## config.mk

```make
export PLATFORM = sky130hd
export DESIGN_NAME = fetch_ctrl
export DESIGN_NICKNAME = d
export VERILOG_FILES = /design/src/rtl/fetch_ctrl_pkg.sv /design/src/rtl/sat_counter.sv /design/src/rtl/fetch_ctrl.sv
export SDC_FILE = /design/constraint.sdc
export NUM_CORES = 1
export LEC_CHECK = 0
export ABC_AREA = 0
export BUFFER_PORTS_ARGS = -buffer_cell sky130_fd_sc_hd__buf_4
export CAP_MARGIN = 10
export CELL_PAD_IN_SITES_DETAIL_PLACEMENT = 1
export CELL_PAD_IN_SITES_GLOBAL_PLACEMENT = 1
export CORE_ASPECT_RATIO = 1.1
export CORE_MARGIN = 2
export CORE_UTILIZATION = 32
export CTS_CLUSTER_DIAMETER = 30
export DETAILED_ROUTE_END_ITERATION = 8
export GPL_TIMING_DRIVEN = 0
export PLACE_DENSITY = 0.86
export SLEW_MARGIN = 30
export SYNTH_ARGS = -nofsm -noshare
export SYNTH_HDL_FRONTEND = slang
export SYNTH_SLANG_ARGS = --single-unit
```

## constraint.sdc

```tcl
create_clock -name clk -period 2.95 [get_ports clk]
set_clock_uncertainty 0.2 [all_clocks]
set_input_delay 0.4425 -clock clk [delete_from_list [all_inputs] [get_ports clk]]
set_output_delay 0.4425 -clock clk [all_outputs]
set_load 0.02 [all_outputs]
```

## src/rtl/fetch_ctrl_pkg.sv

```systemverilog
// Shared pipeline definitions: fetch control state encoding, defaults and the
// bubble instruction injected by fetch.
package fetch_ctrl_pkg;

  typedef enum logic [1:0] {
    StRun   = 2'd0,
    StStall = 2'd1,
    StFlush = 2'd2,
    StHalt  = 2'd3
  } ctrl_state_e;

  localparam int unsigned FlushCyclesDefault = 1;
  localparam int unsigned CntWDefault        = 16;

  // addi x0, x0, 0
  localparam logic [31:0] NopInsn = 32'h0000_0013;

endpackage

```

## src/rtl/sat_counter.sv

```systemverilog
// Saturating up-counter with increment enable and synchronous active-low clear.
module sat_counter #(
  parameter int unsigned Width = 16
) (
  input  logic             clk,
  input  logic             rst,
  input  logic             inc,
  output logic [Width-1:0] count
);

  logic [Width-1:0] count_q;

  always_ff @(posedge clk) begin
    if (!rst) begin
      count_q <= '0;
    end else if (inc && (count_q != '1)) begin
      count_q <= count_q + Width'(1);
    end
  end

  assign count = count_q;

endmodule

```

## src/rtl/fetch_ctrl.sv

```systemverilog
// Fetch control: redirects on mispredict, inserts bubbles for hazards and
// flush windows, halts on ecall/ebreak, and counts redirects and stall cycles.
module fetch_ctrl
  import fetch_ctrl_pkg::*;
#(
  parameter int unsigned FLUSH_CYCLES = FlushCyclesDefault,
  parameter int unsigned CNT_W        = CntWDefault
) (
  input  logic             clk,
  input  logic             rst,
  input  logic             halt_req,
  input  logic             ex_branch_valid,
  input  logic             ex_branch_miss,
  input  logic [31:0]      ex_branch_target,
  input  logic             load_use_hazard,
  input  logic             imem_ready,
  output logic             nop,
  output logic             branch_miss_contral,
  output logic [31:0]      branch_miss_PC,
  output logic             flush_ifid,
  output logic             flush_idex,
  output logic [1:0]       ctrl_state,
  output logic [CNT_W-1:0] redirect_cnt,
  output logic [CNT_W-1:0] stall_cnt
);

  // Counter holds the number of FLUSH cycles left after the current one.
  localparam logic [1:0] FlushLoad = (FLUSH_CYCLES > 0) ? 2'(FLUSH_CYCLES - 1) : 2'd0;

  ctrl_state_e state_q;
  logic [1:0]  flush_cnt_q;
  logic        redirect;
  logic        hazard;
  logic        stall_inc;

  assign redirect = ex_branch_valid & ex_branch_miss & (state_q != StHalt) & ~halt_req;
  assign hazard   = load_use_hazard | ~imem_ready;

  always_comb begin
    branch_miss_contral = redirect;
    branch_miss_PC      = redirect ? ex_branch_target : 32'd0;
    flush_idex          = redirect;
    flush_ifid          = redirect | (state_q == StFlush);
    nop                 = redirect | (state_q == StFlush) | (state_q == StHalt) |
                          halt_req | hazard;
    ctrl_state          = state_q;
  end

  always_ff @(posedge clk) begin
    if (!rst) begin
      state_q     <= StRun;
      flush_cnt_q <= 2'd0;
    end else if (halt_req || (state_q == StHalt)) begin
      state_q <= StHalt;
    end else if (redirect) begin
      if (FLUSH_CYCLES > 0) begin
        state_q     <= StFlush;
        flush_cnt_q <= FlushLoad;
      end else begin
        state_q <= StRun;
      end
    end else if ((state_q == StFlush) && (flush_cnt_q != 2'd0)) begin
      flush_cnt_q <= flush_cnt_q - 2'd1;
    end else begin
      state_q <= hazard ? StStall : StRun;
    end
  end

  assign stall_inc = nop & (state_q != StHalt);

  sat_counter #(
    .Width(CNT_W)
  ) u_redirect_cnt (
    .clk  (clk),
    .rst  (rst),
    .inc  (redirect),
    .count(redirect_cnt)
  );

  sat_counter #(
    .Width(CNT_W)
  ) u_stall_cnt (
    .clk  (clk),
    .rst  (rst),
    .inc  (stall_inc),
    .count(stall_cnt)
  );

endmodule
```

==> metrics <==
IO Pins=109; Total Power=1.02 mW; Reg2Reg Setup Slack=0.56 ns; PwrDens=320 nW/um2; die width=82.8 um; most numerous cell in the Yosys netlist=dfxtp_1; Worst VDD drop=0.173 mV; synth top area cells=dfxtp_1 33%, and3_1 9.2%, a21oi_1 6.0%, o31ai_1 5.2%, or4_1 5.2%; share of synthesized registers carrying an async set or reset=0%; 1st-iter DRT viols=55; cts hold-fix bufs=0; WP data arrival=1.93 ns; CTS Buffer Depth=2; layout cells sized above 1=31.8%; layout net count=432; Max Cap Violations=0; RSZ-0062 raised after global routing=no; startpoint class of the critical path=flip-flop; Avg Inst Size Synth=7.95 um2; Unique masters post-synth=39; average routed wire per standard cell=15.7 um; Post-Route WL=7410 um; #FFs+latches synth=36; fin util=48.4%; setup TNS=0 ns; Skew-Pair Late Insertion Delay=0.30 ns; Worst Tran Pin Value=0.767 ns; minimum clock period=2.58 ns; Critical Path Start=ctrl_state[1]; worst r2r src=u_redirect_cnt.count[0]; Pins Over Slew Limit=0; CP Cell Sequence=nand2_1 > clkbuf_1 > clkbuf_1 > and3_1 > buf_4; Root Buffer=clkbuf_8; ys flop type=dfxtp_1; 1st-pass router iterations=4; CTS buffer count=5; slowest CP cell=clkbuf_1; CTS HTree Levels=2; CP Capture Point=branch_miss_PC[17]; Synth warnings=0; antenna cells=0; largest area contributor in the netlist=dfxtp_1; Cells after Synth=275; Hold Crit Class=in -> reg; global route overflow=0; Final Instance Area=3190 um2; slew margin rel.=48.4%; post-CTS setup buffers=0; Rows=31; Syn Nets=317; CTS clk-pin slew, worst paths=0.07 ns; synthesized area=2190 um2; Post-synth EDFFs=0; WS Path Type=reg -> out; status=finished clean; Reg2Reg Capture Point=u_redirect_cnt.count[1]; CTS tree=built; initial antenna violation count=0; worst hold slack=0.248 ns; gr usage total=19.4%; drt via density=5.48; antenna violation net count after detailed routing=0; vias in the first global route=2554; Core Area=6590 um2; # port buffers=108; CP peak stage delay=0.38 ns; DP Wirelength=5880 um; CTS sink count=36; first-pass GRT wire length=12000 um; cells on worst reg2reg path=5; sequential share of the synthesized area=33.0%; final hold viol count=0; die area=7510 um2; # DRC=0; most frequent cells after synthesis=36 x dfxtp_1, 32 x and3_1, 26 x a21oi_1, 23 x nand2_1; CP most frequent cell=clkbuf_1; chip height=90.7 um; number of gates resized after cts=0; via count=2586; synthesis-to-layout area growth=45.9%; Yosys top cell area share=33.0%; # setup viols final=0; Final period util=87.3%; largest net degree at the start of global routing=11; leakage=1.38 nW; initial core utilization=33.1%; CP Max Fanout=10; Placer Congestion=0.861; Data required, critical path=2.31 ns; critical path endpoint category=primary output; Area after DPL=3110 um2; FMAX=0.388 GHz
## layout by cell type (no fill, tap or decap), types with 2 or more instances in the layout
cell and n:
nand2_1 23, o41ai_1 2, dfxtp_1 36, and3_1 32
clkbuf_8 5, or3_1 4, nand3_1 13, and4_1 6
a21oi_1 26, nor4_1 5, nand4_1 8, buf_4 109
nor2_1 4, o21ai_0 6, or4b_1 2, nand2b_1 10
a211oi_1 3, ha_1 3, or4_1 15, clkbuf_1 15
buf_2 3, o31ai_1 15, and2_1 4, nor3_1 2
inv_1 11, o211ai_1 2, mux2i_1 10, nor4_2 3
## power breakdown
group	switching (mW)	leakage, nW	total, mW	internal [mW]
clock	0.178	0.0410	0.339	0.161
sequential	0.00969	0.291	0.503	0.493
combinational	0.0920	1.04	0.178	0.0855
## area by class of cell
| class | count | area [um2] |
|---|---|---|
| buffer | 18 | 75.1 |
| clock buffer | 6 | 72.6 |
| clock inverter | 1 | 5.00 |
| tap | 82 | 103 |
| inverter | 11 | 41.3 |
| multi-input combinational | 210 | 1360 |
| timing repair buffer | 108 | 811 |
| fill | 833 | 3400 |
| sequential | 36 | 721 |
## worst min path at each step
stage	startpoint	end	slack [ns]	cells past startpoint
finish	rst	u_stall_cnt.count[15]	0.25	3
CTS	rst	u_stall_cnt.count[15]	0.25	3
detailed placement	u_redirect_cnt.count[3]	u_redirect_cnt.count[3]	0.30	2
global route	halt_req	ctrl_state[1]	0.27	3
global placement	u_redirect_cnt.count[15]	u_redirect_cnt.count[15]	0.29	2
floorplan	flush_cnt_q[1]	flush_cnt_q[1]	0.28	2
## critical path, delay by kind of cell (launching register included)
kind,cells,cell delay [ns]
flops,1,0.36
simple gates,2,0.43
buf+inv,3,0.86
## layer usage
metal	vias to the layer above	share of wire [%]	track usage, %
met3	6	7.2	6.12
met4	0	0.95	4.51
met5	-	0	0
met1	1216	39	20.5
met2	92	53	37.0
li1	1272	-	-
## sequential cells by signal, indices dropped and copies added (netlist names)
register,cells
ctrl_state,2
u_redirect_cnt.count,16
flush_cnt_q,2
u_stall_cnt.count,16
## per-stage QoR
step	std cells	setup WS, ns
4_1_cts	472	0.367
5_1_grt	472	0.236
3_5_place_dp	465	0.540
2_1_floorplan	275	0.736
6_report	472	0.374
3_3_place_gp	465	0.567
## logic make-up after synthesis
kind of cell	share of synthesized area, %
AO/OA/AOI/OAI	16.8
XOR/XNOR	0.401
adder cells (fa/ha/maj)	1.72
buffers and inverters	5.32
flip-flops	33.0
multiplexers	4.58
AND/OR/NAND/NOR	38.2
Power figures use the tool's default switching activity.
